File: src/rtl/tfab_pkg.sv
// Shared definitions for the ternary lane fabric: trit encodings, op_mode codes
// and the sequencer state type.
package tfab_pkg;

  localparam logic [1:0] TRIT_ZERO = 2'b00;
  localparam logic [1:0] TRIT_POS  = 2'b01;
  localparam logic [1:0] TRIT_NEG  = 2'b10;

  localparam logic [7:0] OP_DOT   = 8'h01;
  localparam logic [7:0] OP_MUL   = 8'h03;
  localparam logic [7:0] OP_TCONV = 8'h04;
  localparam logic [7:0] OP_TPOOL = 8'h05;
  localparam logic [7:0] OP_TGEMM = 8'h06;

  typedef enum logic [2:0] {
    ST_IDLE,
    ST_CLEAR,
    ST_RUN,
    ST_DRAIN,
    ST_READOUT
  } seq_state_t;

  function automatic logic op_legal(input logic [7:0] op);
    return (op == OP_DOT) || (op == OP_MUL) || (op == OP_TCONV) ||
           (op == OP_TPOOL) || (op == OP_TGEMM);
  endfunction

endpackage

File: src/rtl/ternary_result_mux.sv
// Selects one lane's accumulator and overflow flag and holds it in a register
// until the sequencer asks for the next lane.
module ternary_result_mux
  import tfab_pkg::*;
#(
  parameter int LANES = 4,
  parameter int IDX_W = 4
) (
  input  logic                  clk,
  input  logic                  load,
  input  logic [IDX_W-1:0]      sel,
  input  logic [32*LANES-1:0]   lane_acc,
  input  logic [LANES-1:0]      lane_ovf,
  output logic [31:0]           data,
  output logic                  ovf
);

  logic [31:0] pick_data;
  logic        pick_ovf;

  always_comb begin
    pick_data = '0;
    pick_ovf  = 1'b0;
    for (int i = 0; i < LANES; i++) begin
      if (sel == IDX_W'(i)) begin
        pick_data = lane_acc[32*i +: 32];
        pick_ovf  = lane_ovf[i];
      end
    end
  end

  always_ff @(posedge clk) begin
    if (load) begin
      data <= pick_data;
      ovf  <= pick_ovf;
    end
  end

endmodule

File: src/rtl/ternary_lane_sequencer.sv
// Job-level controller for the ternary lane array: clears the lanes, streams
// trit beats into them, lets them settle, then serialises their results.
module ternary_lane_sequencer
  import tfab_pkg::*;
#(
  parameter int LANES = 4,
  parameter int LEN_W = 16,
  parameter int IDX_W = 4
) (
  input  logic                  clk,
  input  logic                  reset_n,
  input  logic                  cmd_valid,
  output logic                  cmd_ready,
  input  logic [LEN_W-1:0]      cmd_len,
  input  logic [31:0]           cmd_hints,
  input  logic                  s_valid,
  output logic                  s_ready,
  input  logic [2*LANES-1:0]    s_weight,
  input  logic [2*LANES-1:0]    s_trit,
  output logic                  lane_clear,
  output logic                  lane_enable,
  output logic [2*LANES-1:0]    lane_weight,
  output logic [2*LANES-1:0]    lane_trit,
  output logic [31:0]           lane_hints,
  input  logic [32*LANES-1:0]   lane_acc,
  input  logic [LANES-1:0]      lane_ovf,
  output logic                  r_valid,
  input  logic                  r_ready,
  output logic [31:0]           r_data,
  output logic [IDX_W-1:0]      r_idx,
  output logic                  r_ovf,
  output logic                  r_last,
  output logic                  busy,
  output logic                  done,
  output logic                  cmd_err,
  output logic                  illegal_trit
);

  localparam logic [IDX_W-1:0] LAST_IDX = IDX_W'(LANES - 1);

  seq_state_t       state;
  logic [LEN_W-1:0] rem;
  logic [IDX_W-1:0] idx;
  logic             drain_wait;
  logic             mux_load;
  logic [IDX_W-1:0] mux_sel;
  logic             beat_ok;
  logic             r_hs;

  // Unused encoding 2'b11 is forwarded to the lanes as a zero trit.
  function automatic logic [2*LANES-1:0] clean_trits(input logic [2*LANES-1:0] v);
    logic [2*LANES-1:0] o;
    o = v;
    for (int i = 0; i < LANES; i++) begin
      case (v[2*i +: 2])
        TRIT_ZERO, TRIT_POS, TRIT_NEG: o[2*i +: 2] = v[2*i +: 2];
        default:                       o[2*i +: 2] = TRIT_ZERO;
      endcase
    end
    return o;
  endfunction

  function automatic logic has_bad_trit(input logic [2*LANES-1:0] v);
    logic bad;
    bad = 1'b0;
    for (int i = 0; i < LANES; i++)
      if (v[2*i +: 2] == 2'b11) bad = 1'b1;
    return bad;
  endfunction

  assign beat_ok = s_valid && s_ready;
  assign r_hs    = r_valid && r_ready;
  assign r_idx   = idx;

  // The hold register captures lane 0 on the last drain cycle, then the next
  // lane on every non-final result handshake.
  always_comb begin
    mux_load = 1'b0;
    mux_sel  = idx;
    if (state == ST_DRAIN && drain_wait) begin
      mux_load = 1'b1;
      mux_sel  = '0;
    end else if (state == ST_READOUT && r_hs && idx != LAST_IDX) begin
      mux_load = 1'b1;
      mux_sel  = idx + 1'b1;
    end
  end

  ternary_result_mux #(.LANES(LANES), .IDX_W(IDX_W)) u_result_mux (
    .clk      (clk),
    .load     (mux_load),
    .sel      (mux_sel),
    .lane_acc (lane_acc),
    .lane_ovf (lane_ovf),
    .data     (r_data),
    .ovf      (r_ovf)
  );

  always_ff @(posedge clk) begin
    if (!reset_n) begin
      state        <= ST_IDLE;
      cmd_ready    <= 1'b1;
      s_ready      <= 1'b0;
      lane_clear   <= 1'b1;
      lane_enable  <= 1'b0;
      lane_weight  <= '0;
      lane_trit    <= '0;
      lane_hints   <= '0;
      r_valid      <= 1'b0;
      r_last       <= 1'b0;
      busy         <= 1'b0;
      done         <= 1'b0;
      cmd_err      <= 1'b0;
      illegal_trit <= 1'b0;
      rem          <= '0;
      idx          <= '0;
      drain_wait   <= 1'b0;
    end else begin
      done        <= 1'b0;
      lane_clear  <= 1'b0;
      lane_enable <= 1'b0;
      case (state)
        ST_IDLE: begin
          if (cmd_valid) begin
            if (!op_legal(cmd_hints[7:0])) begin
              cmd_err <= 1'b1;
              done    <= 1'b1;
            end else begin
              cmd_err    <= 1'b0;
              rem        <= cmd_len;
              lane_hints <= cmd_hints;
              lane_clear <= 1'b1;
              cmd_ready  <= 1'b0;
              busy       <= 1'b1;
              state      <= ST_CLEAR;
            end
          end
        end
        ST_CLEAR: begin
          drain_wait <= 1'b0;
          if (rem == '0) begin
            state <= ST_DRAIN;
          end else begin
            s_ready <= 1'b1;
            state   <= ST_RUN;
          end
        end
        ST_RUN: begin
          if (beat_ok) begin
            lane_enable <= 1'b1;
            lane_weight <= clean_trits(s_weight);
            lane_trit   <= clean_trits(s_trit);
            if (has_bad_trit(s_weight) || has_bad_trit(s_trit)) illegal_trit <= 1'b1;
            rem <= rem - 1'b1;
            if (rem == LEN_W'(1)) begin
              s_ready    <= 1'b0;
              drain_wait <= 1'b0;
              state      <= ST_DRAIN;
            end
          end
        end
        ST_DRAIN: begin
          if (!drain_wait) begin
            drain_wait <= 1'b1;
          end else begin
            drain_wait <= 1'b0;
            idx        <= '0;
            r_valid    <= 1'b1;
            r_last     <= (LANES == 1);
            state      <= ST_READOUT;
          end
        end
        ST_READOUT: begin
          if (r_hs) begin
            if (idx == LAST_IDX) begin
              r_valid   <= 1'b0;
              r_last    <= 1'b0;
              idx       <= '0;
              busy      <= 1'b0;
              cmd_ready <= 1'b1;
              done      <= 1'b1;
              state     <= ST_IDLE;
            end else begin
              idx    <= idx + 1'b1;
              r_last <= ((idx + 1'b1) == LAST_IDX);
            end
          end
        end
        default: state <= ST_IDLE;
      endcase
    end
  end

endmodule

File: config.mk
export PLATFORM = sky130hd
export DESIGN_NAME = ternary_lane_sequencer
export DESIGN_NICKNAME = d
export VERILOG_FILES = /design/src/rtl/tfab_pkg.sv /design/src/rtl/ternary_result_mux.sv /design/src/rtl/ternary_lane_sequencer.sv
export SDC_FILE = /design/constraint.sdc
export NUM_CORES = 1
export LEC_CHECK = 0
export CORE_ASPECT_RATIO = 0.9
export CORE_MARGIN = 4
export CORE_UTILIZATION = 40
export DETAILED_ROUTE_END_ITERATION = 10
export DONT_BUFFER_PORTS = 1
export HOLD_SLACK_MARGIN = 0.12
export SLEW_MARGIN = 15
export SYNTH_ARGS = -nofsm -noshare
export SYNTH_HDL_FRONTEND = slang
export SYNTH_SLANG_ARGS = --single-unit
File: constraint.sdc
create_clock -name clk -period 5 [get_ports clk]
set_input_delay 0.75 -clock clk [delete_from_list [all_inputs] [get_ports clk]]
set_output_delay 0.75 -clock clk [all_outputs]
set_load 0.02 [all_outputs]
Word-level counts from Yosys, hierarchy flattened. Cells that the tools add are included.

Magnitude comparators: 0. $add $sub $neg: 2. Shifts and indexed selects: 0. Multiplexer cells: 82. Div/mod/pow operators: 0. Equal/unequal tests: 48. Multiply operators: 0. Reductions and logical operators: 46. Bitwise gates (word level): 0.

Operators with widths (count): 2-to-1 mux 32 bit (4); 2-to-1 mux 16 bit (3); 2-to-1 mux 1 bit (45); equality test 2 bit, second input constant (16); case mux 16 bit (2 select lines) (1); equality test 8 x 3 -> 1 bit, second input constant (3); OR reduction 3 bit (8); 2-to-1 mux 3 bit (7); 2-to-1 mux 4 bit (5); equality test 16 x 1 -> 1 bit, second input constant (1); equality test 2 x 1 -> 1 bit, second input constant (8); equality test 4 x 2 -> 1 bit, second input constant (4); zero test 16 bit (1); zero test 2 bit (8); 2-to-1 mux 2 bit (8); subtractor 16 x 1 -> 16 bit, second input constant (1); case mux 3 bit (5 select lines) (1); inequality test 2 bit, second input constant (7); case mux 1 bit (2 select lines) (6); AND reduction 3 bit (4); AND reduction 4 bit (3); equality test 8 x 1 -> 1 bit, second input constant (1); equality test 8 x 2 -> 1 bit, second input constant (1); case mux 4 bit (2 select lines) (1); 17 further kinds (31).

Memory bits (read-only): 0. Bits in latches: 0. RAM bits: 0. Memories: 0. Output and inout port bits: 95. Input port bits: 201. Flip-flop bits (word level): 115. Logic and storage cells: 197.

Logic depth before layout (Yosys ltp).
Depth in word-level cells: 10. Gate-level depth with buffers: 9. Depth with buffers taken out: 6.

By module. Synthesis repeated with hierarchy kept, for this count alone.

Cell total of the unflattened synthesis: 610. Area, all modules: 5746.8 µm².

Modules (own cells, without submodules): ternary_lane_sequencer (cells each 460, sequential area each 1641.6 µm², times used 1, area an instance 3752.3 µm²); ternary_result_mux (cells each 150, sequential area each 991.0 µm², times used 1, area an instance 1994.4 µm²).

Worst setup path before layout. Ideal clock, no wire load.

Path type: register to register. Start point: register idx[0], in the netlist r_idx[0]. End point: register u_result_mux.data[10] (data pin). Arrival time: 2541 ps. Path buffers: 2. Cell stages (with the launch flop): 9. Path slack: 2202 ps. Required time: 4743 ps. Period minus slack after synthesis: 2798 ps. Cell sequence: dfxtp_1 clkbuf_1 inv_1 ha_1 or4_4 a211oi_4 buf_2 o21bai_1 a32o_1.

Cells in the longest elaborated chain, start to end: 9. Elaborated cells between the ends (all ways): 13.

RTL lines: from (decl) (RTL line ternary_lane_sequencer.sv:43) `logic [IDX_W-1:0] idx;`; from (signal assigned) (RTL line ternary_lane_sequencer.sv:184) `idx <= idx + 1'b1;`; parallel branches: the longest is 2 deep, another holds adder 4 x 1 -> 4 bit; 2-to-1 mux 4 bit * (RTL line ternary_lane_sequencer.sv:83) `end else if (state == ST_READOUT && r_hs && idx != LAST_IDX) begin`; 2-to-1 mux 4 bit * (RTL line ternary_lane_sequencer.sv:80) `if (state == ST_DRAIN && drain_wait) begin`; zero test 4 bit (RTL line ternary_result_mux.sv:25) `if (sel == IDX_W'(i)) begin`; 2-to-1 mux 32 bit (3 in series) (RTL line ternary_result_mux.sv:25); 2-to-1 mux 32 bit * (RTL line ternary_result_mux.sv:25); via u_result_mux.pick_data[10] (RTL line ternary_result_mux.sv:18) `logic [31:0] pick_data;`; to (signal assigned) (RTL line ternary_result_mux.sv:34) `data <= pick_data;`; to (decl) (RTL line ternary_result_mux.sv:14) `output logic [31:0] data,`.

Mark *: on every way through the listed nets, which the timed path passes. A chain may end at the register's enable or synchronous reset.

Worst setup path in the final report.
Start point: register idx[0], in the netlist r_idx[0]. End point: register u_result_mux.data[22] (data pin).

The elaborated chain is that of the path after synthesis.

==> impl_metrics.csv <==
group,metric,value,unit
status,outcome,"complete, no violations",
clocking,cts_buffers,17,
route,drc,0,
power_and_ir_drop,combPwrFrac,3.3,%
clocking,clkTransAtPathRegs,0.06,ns
clocking,cts_max_path_buffers,2,
floorplan,core_area,14260,µm²
synth,yosysWarnings,0,
cells_and_area,final_util,46.10,%
clocking,cts_setup_buffers,0,
clocking,h-tree-depth,4,
worst_setup_path,cp_slowest_stage_delay,0.77,ns
synth,async_reset_ff_share,0,%
worst_setup_path,end_kind,"flop",
sta,clock_skew,0.008478,ns
synth,ys_types,58,
sta,setup_viol,0,
cells_and_area,multi_input_area,3047,µm²
cells_and_area,nFillCells,1420,
synth,syn-cell-area,5918,µm²
placed_design,gp_congestion,0.7585,
synth,yosys.area.top_type,"dfxtp_1",
synth,synth_most_common_cell,"nand2_1",
global_route,grt_use_total,20.82,%
worst_setup_path,path_buf_inv,1,
sta,fin_crit,3.209,ns
power_and_ir_drop,irDropWorstVdd,0.2186,mV
cells_and_area,final_layout_size_suffix_gt1_share,8.223,%
sta,slew_headroom,22.33,%
route,viasPerCell,6.195,
synth,synth_fp_nets,907,
synth,syn_avg_cell_area,8.442,µm²
synth,netlist.area_leader.share,27.74,%
sta,finalHoldViolCount,0,
global_route,grt_pass1_vias,5172,
sta,setup_tns,0,ns
worst_setup_path,critPathMaxFanout,33,
placed_design,dp_hpwl,13.22,mm
synth,synth_flop_cell,"dfxtp_1",
power_and_ir_drop,power.density,330.7,nW/µm²
worst_setup_path,cp_top_family,"flip-flops",
clocking,holdBufCountCts,0,
floorplan,die_height,123.4,µm
global_route,antenna_found_initial,0,
sta,rsz0062_at_grt,"false",
synth,synth_cells,701,
sta,timing.fmax,311.7,MHz
hold_path,min_from,"reset_n",
synth,ys_seq_area_share,44.48,%
power_and_ir_drop,finalPower,2.174,mW
worst_setup_path,crit_chain,"ha_1, nor3b_2, o311ai_1, nor3_2, buf_4, o21bai_1, a32o_1",
worst_setup_path,cp.arrival,3.37,ns
power_and_ir_drop,clkPwrFrac,52.1,%
synth,synthTopCellsByCount,"nand2_1 (90), dfxtp_1 (82), nand3_1 (76)",
floorplan,die_x,136.2,µm
worst_setup_path,crit_required,5.16,ns
clocking,cts_tree,"built",
worst_setup_path,crit_slowest_cell,"dfxtp_1",
worst_setup_path,cp-start-kind,"flop",
power_and_ir_drop,power_frac_seq,44.6,%
power_and_ir_drop,p_int,1.686,mW
cells_and_area,register_area,2633,µm²
hold_path,holdPathStages,1,
floorplan,dieArea,16810,µm²
global_route,grt_max_degree,67,
floorplan,io_pins,296,
sta,finalCritPeriodShare,64.17,%
synth,ys_ff_latch,115,
placed_design,port_buffers,0,
sta,slew_viol_final,0,
synth,synthTopCellsByArea,"dfxtp_1 (28%), edfxtp_1 (17%), nand3_1 (6.4%), a32o_1 (5.9%), nand2_1 (5.7%)",
global_route,grt_pass1_wl,27.62,mm
cells_and_area,area_growth,11.08,%
worst_setup_path,r2r-start,"r_idx[0]",
global_route,grt_overflow_total,0,
clocking,cts-resized-gates,0,
route,num_vias,5414,
hold_path,holdPathEnd,"cmd_ready",
worst_setup_path,rr_endpoint,"u_result_mux.data[22]",
route,drt-initial-drc-count,410,
clocking,clk_latency,0.41,ns
floorplan,rows,41,
hold_path,hold_path.class,"in -> reg",
route,ant_nets,0,
synth,synth_edf_count,33,
power_and_ir_drop,p_leak,2.413,nW
run,cap_violations,0,
cells_and_area,nets,874,
sta,worstMarginPinSlew,1.163,ns
worst_setup_path,r2r_slack,1.79,ns
route,wl_per_cell,21.26,µm
power_and_ir_drop,switching_share,22.43,%
floorplan,initial_utilization,41.50,%
clocking,cts_sinks,115,
clocking,clock-root-buffer,"clkbuf_16",
power_and_ir_drop,switchingPower,487.7,µW
route,routed_wl,18.58,mm
route,drt-pass1-iter-count,5,
cells_and_area,num_antenna_cells,0,
worst_setup_path,criticalPathCategory,"reg -> reg",
worst_setup_path,reg2reg_depth,7,
[sequential cells by signal, indices dropped and copies added (netlist names), 3 cells and up]
register	cells
lane_trit	8
rem	16
r_idx	4
lane_weight	8
u_result_mux.data	32
lane_hints	32
state	3
[worst max path at each step]
stage | start | end | slack [ns] | cells after the start
after detailed placement | s_valid | rem[12] | 1.80 | 5
after floorplan | r_idx[0] | u_result_mux.data[10] | 2.20 | 8
final | r_idx[0] | u_result_mux.data[22] | 1.79 | 7
after global routing | r_idx[0] | u_result_mux.data[22] | 1.53 | 6
after global placement | r_idx[0] | u_result_mux.data[8] | 1.71 | 6
after CTS | r_idx[0] | u_result_mux.data[24] | 1.78 | 6
[stage by stage]
stage | cells | setup slack, ns | hold slack [ns] | instance area (µm²)
after floorplan | 701 | 2.202 | 0.4304 | 5918
after global placement | 842 | 1.711 | 0.4492 | 6010
after detailed placement | 842 | 1.796 | 0.4599 | 6011
after CTS | 874 | 1.783 | 0.4062 | 6570
after global routing | 874 | 1.528 | 0.3998 | 6574
final | 874 | 1.791 | 0.4304 | 6574
[kinds of logic (layout without fill, tap and decap cells)]
family	Yosys count	in the layout	synth area share, %
adders and majority gates	5	5	1.057
AOI/OAI and AO/OA	232	232	26.64
buffers and inverters	68	48	4.757
and+or+nand+nor	280	280	22.88
DFF	115	115	44.48
muxes	1	1	0.1903
[area by class of cell]
type	instances	share of cell area (%)
clock buffer	18	6.528
clock inverter	14	1.979
timing repair buffer	9	1.028
sequential	115	40.05
multi-input combinational	518	46.35
inverter	7	0.3997
tap	193	3.673
[worst reg2reg max path: stages (launching register included)]
cell and delay, ns:
dfxtp_1 0.77, ha_1 0.35, nor3b_2 0.56, o311ai_1 0.24, nor3_2 0.19, buf_4 0.39
o21bai_1 0.17, a32o_1 0.27
[placed cells by master (no fill, tap or decap), types with 6 or more instances in the layout]
cell	n
and3_1	10
o21bai_1	33
inv_1	6
a32o_1	35
nor3b_1	16
o21ai_0	54
a21oi_1	65
nand2_1	90
nor2_1	52
nor3_1	6
clkbuf_16	17
nand3_1	76
buf_4	9
dfxtp_1	82
edfxtp_1	33
[routing by layer]
metal	vias to the layer above	track usage, %	wire [µm]
met5	-	0	0
met4	0	6.486	318
met3	27	8.340	2031
li1	2540	-	-
met1	2554	23.12	6870
met2	293	36.63	9358
[power groups by stage]
| stage | clock, mW | combinational (mW) | sequential (mW) |
|---|---|---|---|
| after floorplan | 0 | 0.0640 | 0.987 |
| after global placement | 0 | 0.0689 | 0.989 |
| after detailed placement | 0 | 0.0724 | 0.989 |
| after CTS | 1.16 | 0.0725 | 0.969 |
| after global routing | 1.21 | 0.0811 | 0.969 |
| final | 1.13 | 0.0727 | 0.969 |
No activity file was read; power rests on OpenSTA's default activity.
